## src/rtl/mc_controller.sv

```systemverilog
// Multicycle control unit.
// A 12-state Moore FSM sequences fetch, decode and execute for lw, sw, R-type, beq, addi and j.
// It also decodes alucontrol from the internal aluop and the funct field.
// Ports:
//   clk, reset            - system clock; synchronous active-high reset
//   op, funct             - instruction[31:26] and instruction[5:0]
//   zero                  - ALU zero flag, used by the branch enable
//   pcen, memwrite, irwrite, regwrite - write enables
//   alusrca, iord, memtoreg, regdst   - 1-bit mux selects
//   alusrcb, pcsrc        - 2-bit mux selects
//   alucontrol            - ALU operation
//   illegal               - one-cycle pulse in DECODE for an unsupported opcode
//   state                 - current FSM state code
module mc_controller (
  input  logic       clk,
  input  logic       reset,
  input  logic [5:0] op,
  input  logic [5:0] funct,
  input  logic       zero,
  output logic       pcen,
  output logic       memwrite,
  output logic       irwrite,
  output logic       regwrite,
  output logic       alusrca,
  output logic       iord,
  output logic       memtoreg,
  output logic       regdst,
  output logic [1:0] alusrcb,
  output logic [1:0] pcsrc,
  output logic [2:0] alucontrol,
  output logic       illegal,
  output logic [3:0] state
);

  typedef enum logic [3:0] {
    StFetch   = 4'd0,
    StDecode  = 4'd1,
    StMemAdr  = 4'd2,
    StMemRd   = 4'd3,
    StMemWb   = 4'd4,
    StMemWr   = 4'd5,
    StRtypeEx = 4'd6,
    StRtypeWb = 4'd7,
    StBeqEx   = 4'd8,
    StAddiEx  = 4'd9,
    StAddiWb  = 4'd10,
    StJEx     = 4'd11
  } state_e;

  localparam logic [5:0] OpLw    = 6'b100011;
  localparam logic [5:0] OpSw    = 6'b101011;
  localparam logic [5:0] OpRtype = 6'b000000;
  localparam logic [5:0] OpBeq   = 6'b000100;
  localparam logic [5:0] OpAddi  = 6'b001000;
  localparam logic [5:0] OpJ     = 6'b000010;

  state_e     state_q, state_d, dec_state;
  logic       pcwrite, branch;
  logic [1:0] aluop;

  always_ff @(posedge clk) begin
    if (reset) begin
      state_q <= StFetch;
    end else begin
      state_q <= state_d;
    end
  end

  assign state = state_q;

  // op is only looked at in DECODE and MEMADR; every other state has a fixed successor.
  always_comb begin
    state_d = StFetch;
    case (state_q)
      StFetch:  state_d = StDecode;
      StDecode: begin
        case (op)
          OpLw, OpSw: state_d = StMemAdr;
          OpRtype:    state_d = StRtypeEx;
          OpBeq:      state_d = StBeqEx;
          OpAddi:     state_d = StAddiEx;
          OpJ:        state_d = StJEx;
          default:    state_d = StFetch;
        endcase
      end
      StMemAdr:  state_d = (op == OpLw) ? StMemRd : StMemWr;
      StMemRd:   state_d = StMemWb;
      StRtypeEx: state_d = StRtypeWb;
      StAddiEx:  state_d = StAddiWb;
      default:   state_d = StFetch;
    endcase
  end

  // During reset the selects show the FETCH decode, but every enable is held low.
  assign dec_state = reset ? StFetch : state_q;

  always_comb begin
    pcwrite  = 1'b0;
    branch   = 1'b0;
    memwrite = 1'b0;
    irwrite  = 1'b0;
    regwrite = 1'b0;
    alusrca  = 1'b0;
    iord     = 1'b0;
    memtoreg = 1'b0;
    regdst   = 1'b0;
    alusrcb  = 2'b00;
    pcsrc    = 2'b00;
    aluop    = 2'b00;
    illegal  = 1'b0;
    case (dec_state)
      StFetch: begin
        alusrcb = 2'b01;
        irwrite = 1'b1;
        pcwrite = 1'b1;
      end
      StDecode: begin
        alusrcb = 2'b11;
        illegal = !(op inside {OpLw, OpSw, OpRtype, OpBeq, OpAddi, OpJ});
      end
      StMemAdr, StAddiEx: begin
        alusrca = 1'b1;
        alusrcb = 2'b10;
      end
      StMemRd: iord = 1'b1;
      StMemWr: begin
        iord     = 1'b1;
        memwrite = 1'b1;
      end
      StMemWb: begin
        memtoreg = 1'b1;
        regwrite = 1'b1;
      end
      StRtypeEx: begin
        alusrca = 1'b1;
        aluop   = 2'b10;
      end
      StRtypeWb: begin
        regdst   = 1'b1;
        regwrite = 1'b1;
      end
      StBeqEx: begin
        alusrca = 1'b1;
        aluop   = 2'b01;
        pcsrc   = 2'b01;
        branch  = 1'b1;
      end
      StAddiWb: regwrite = 1'b1;
      StJEx: begin
        pcsrc   = 2'b10;
        pcwrite = 1'b1;
      end
      default: ;
    endcase
    if (reset) begin
      pcwrite  = 1'b0;
      branch   = 1'b0;
      memwrite = 1'b0;
      irwrite  = 1'b0;
      regwrite = 1'b0;
      illegal  = 1'b0;
    end
  end

  assign pcen = pcwrite | (branch & zero);

  always_comb begin
    alucontrol = 3'b010;
    case (aluop)
      2'b01: alucontrol = 3'b110;
      2'b10: begin
        case (funct)
          6'b100010: alucontrol = 3'b110;
          6'b100100: alucontrol = 3'b000;
          6'b100101: alucontrol = 3'b001;
          6'b101010: alucontrol = 3'b111;
          default:   alucontrol = 3'b010;
        endcase
      end
      default: alucontrol = 3'b010;
    endcase
  end

endmodule

```

## config.mk

```make
export PLATFORM = sky130hd
export DESIGN_NAME = mc_controller
export DESIGN_NICKNAME = d
export VERILOG_FILES = /design/src/rtl/mc_controller.sv
export SDC_FILE = /design/constraint.sdc
export NUM_CORES = 1
export LEC_CHECK = 0
export BUFFER_PORTS_ARGS = -buffer_cell sky130_fd_sc_hd__buf_2
export CORE_AREA = 5 5 42 44
export DETAILED_ROUTE_END_ITERATION = 7
export DIE_AREA = 0 0 47 49
export PLACE_DENSITY = 0.83
export RECOVER_POWER = 100
export SLEW_MARGIN = 20
export SYNTH_ARGS = -nofsm -noshare
export SYNTH_HDL_FRONTEND = slang
export SYNTH_SLANG_ARGS = --single-unit
```

## constraint.sdc

```tcl
create_clock -name clk -period 4.4 [get_ports clk]
set_input_delay 0 -clock clk [delete_from_list [all_inputs] [get_ports clk]]
set_output_delay 0 -clock clk [all_outputs]
set_load 0.02 [all_outputs]
```

==> summary.md <==
| Metric | Value |
|---|---|
| Post-synth ARST share | `0` |
| Starting Density | `0.413` |
| Die Y | `49 um` |
| Leakage | `0.000318 uW` |
| Placeable Area | `1400 um^2` |
| DR WL/cell | `13.5 um` |
| WL final | `1830 um` |
| Die area | `approximately 2300 um^2` |
| Crit-path slowest cell | `dfxtp_1` |
| CTS Buf Count | `3` |
| Area grow syn2layout | `30.0%` |
| Global Route Usage Sum | `0.159` |
| Number of flops mapped to enable cells by yosys | `0` |
| Count of clock tree sinks | `4` |
| Netlist Area Pre-Place | `579 um^2` |
| CTS tree | `built` |
| H-tree levels | `1` |
| RSZ-0062 raised after global routing | `false` |
| First-pass GRT wire length | `2660 um` |
| Gates resized, CTS repair | `0` |
| Reg clk slew, reported paths | `around 0.050 ns` |
| Number of core rows | `14` |
| Pwr Density | `172 nW/um^2` |
| CP Cell Sequence | `nand2b_1, or4_1, ha_1, nor4b_1, clkbuf_1` |
| Final Power | `130 uW` |
| Endpoint class of the critical path | `output pin` |
| Hold Path Class | `in2reg` |
| Worst-skew pair later-pin latency | `0.25 ns` |
| Post-Synthesis Net Count | `103` |
| Instance count of the mapped netlist | `between 80 and 90` |
| Max FFs per register | `4` |
| Final worst path period share | `0.558` |
| Register area share after synthesis | `0.138` |
| Critical Path AT | `2.46 ns` |
| Crit start category | `flop` |
| Final routed DRC violation total | `0` |
| Worst IR drop on VDD | `between 0.0001 and 0.00015 V` |
| Final count of pins violating max slew | `0` |
| Post-CTS Setup Bufs | `0` |
| Status | `complete, no violations` |
| Max incr delay on CP | `0.63 ns` |
| Post-CTS Hold Fix Bufs | `0` |
| Post-route ant nets | `0` |
| Reg2Reg Launch Point | `state[1]$_SDFF_PP0_` |
| Setup violators final | `0` |
| Setup TNS | `0 ns` |
| Via count | `between 700 and 800` |
| Max-Cap Viols | `0` |
| Number of global-route vias before repair | `673` |
| Tightest Pin Transition | `0.597 ns` |
| Slew margin rel. | `0.599` |
| CTS Root Cell | `clkbuf_4` |
| # port buffers | `34` |
| Layout cells sized above 1 | `0.202` |
| Tmin final | `2.46 ns` |
| Worst reg2reg setup slack | `between 2 and 3 ns` |
| Hold WS | `0.0725 ns` |
| Synth Flop Type | `dfxtp_1` |
| Reg-to-reg endpoint | `state[2]$_SDFF_PP0_` |
| Initial DRT Pass Iterations | `4` |
| Die width | `47 um` |
| Synth cell types | `37` |
| Clk buf depth | `2` |
| Worst EP required | `4.40 ns` |
| Hpwl dp | `1430 um` |
| Yosys reg bits | `4` |
| Setup Skew | `0.0111 ns` |
| Critical Path End | `alucontrol[0]` |
| I/O Pins | `35` |
| GPL Wtd Cong | `0.843` |
| Avg Vias per Cell | `5.67` |
| GR Overflow Total | `0` |
| R2R cell count | `3` |
| Crit-path max FO | `17` |
| Fmax | `407 MHz` |
| DRT iter0 DRCs | `5` |
| Setup CP Type | `reg2out` |
| Syn avg cell area | `around 6.7 um^2` |
| Critical path launch point | `state[1]$_SDFF_PP0_` |
| Fin util | `0.538` |
| Ys Warns | `0` |
| Largest net degree at the start of global routing | `18` |
| Initial antenna violation count | `0` |
| Final net count | `138` |
| Fin. Hold Viols | `0` |
| Antenna Cells | `0` |
per-stage QoR:
stage | instances | setup WS (ns) | cell area (um^2)
4_1_cts | 135 | 2.05 | 777
3_5_place_dp | 132 | 2.34 | 754
5_1_grt | 135 | 1.79 | 753
2_1_floorplan | 86 | 2.21 | 579
6_report | 135 | 1.94 | 753
3_3_place_gp | 132 | 2.37 | 754
layout by cell type, fill, tap and decap left out, types with 2 or more instances in the layout:
cell and n:
a21oi_1 3, and3_2 2, buf_2 15, clkbuf_1 19
clkbuf_4 3, dfxtp_1 4, ha_1 2, inv_1 7
nand2_1 4, nand2b_1 3, nand3_1 4, nand4_1 3
nor2_1 11, nor3_1 6, nor3b_1 2, nor4bb_1 3
o211ai_1 2, o21ai_0 3, or3_1 2, or4_1 2
area by class of cell:
class	count	area [um^2]
timing repair buffer	34	146
fill	164	648
sequential	4	80.1
multi-input combinational	71	458
inverter	7	26.3
tap	16	20.0
clock buffer	3	22.5
synthesized netlist by cell type (all sizes together) (3+ instances only):
cell     n  area [um^2]
nor3     6         30.0
nand2    4         15.0
or4      3         26.3
nand3    4         20.0
nor2    11         41.3
nor4bb   3         30.0
and3     3         21.3
o21ai    3         15.0
nand4    3         18.8
clkbuf   4         15.0
dfxtp    4         80.1
inv      7         26.3
a21oi    3         15.0
nand2b   3         18.8
critical path: cells and delay by family (launching register included):
| family | cells | cell delay [ns] |
|---|---|---|
| AND/OR/NAND/NOR | 3 | 0.97 |
| flip-flops | 1 | 0.63 |
| adder cells (fa/ha/maj) | 1 | 0.33 |
| buffers and inverters | 1 | 0.27 |
cell families after synthesis:
group                    Yosys count  share of synthesized area
adder cells (fa/ha/maj)            2                     0.0432
AO/OA/AOI/OAI                     18                      0.227
buffers and inverters             11                     0.0713
AND/OR/NAND/NOR                   49                      0.490
XOR/XNOR                           2                     0.0302
flip-flops                         4                      0.138
report_power, final:
group | switching (uW) | total (uW) | internal, uW
Combinational | 23.2 | 37.8 | 14.7
Sequential | 3.32 | 40.8 | 37.4
Clock | 20.2 | 51.1 | 30.9
how the worst min path moves through the flow:
stage / from / end / slack, ns / depth (start not counted)
3_3_place_gp: op[2] / state[2]$_SDFF_PP0_ / 0.31 / 2
6_report: op[2] / state[2]$_SDFF_PP0_ / 0.07 / 2
2_1_floorplan: reset / regwrite / 0.08 / 1
4_1_cts: op[2] / state[2]$_SDFF_PP0_ / 0.06 / 2
5_1_grt: op[2] / state[2]$_SDFF_PP0_ / 0.09 / 2
3_5_place_dp: op[2] / state[2]$_SDFF_PP0_ / 0.31 / 2
per-layer routing:
| layer | vias to the layer above | wire length, um | track usage |
|---|---|---|---|
| met5 | - | 0 | 0 |
| met4 | 0 | 51 | 0.111 |
| met3 | 5 | 156 | 0.0332 |
| met2 | 31 | 914 | 0.276 |
| met1 | 342 | 707 | 0.155 |
| li1 | 387 | - | - |
(Power assumes the default switching activity.)
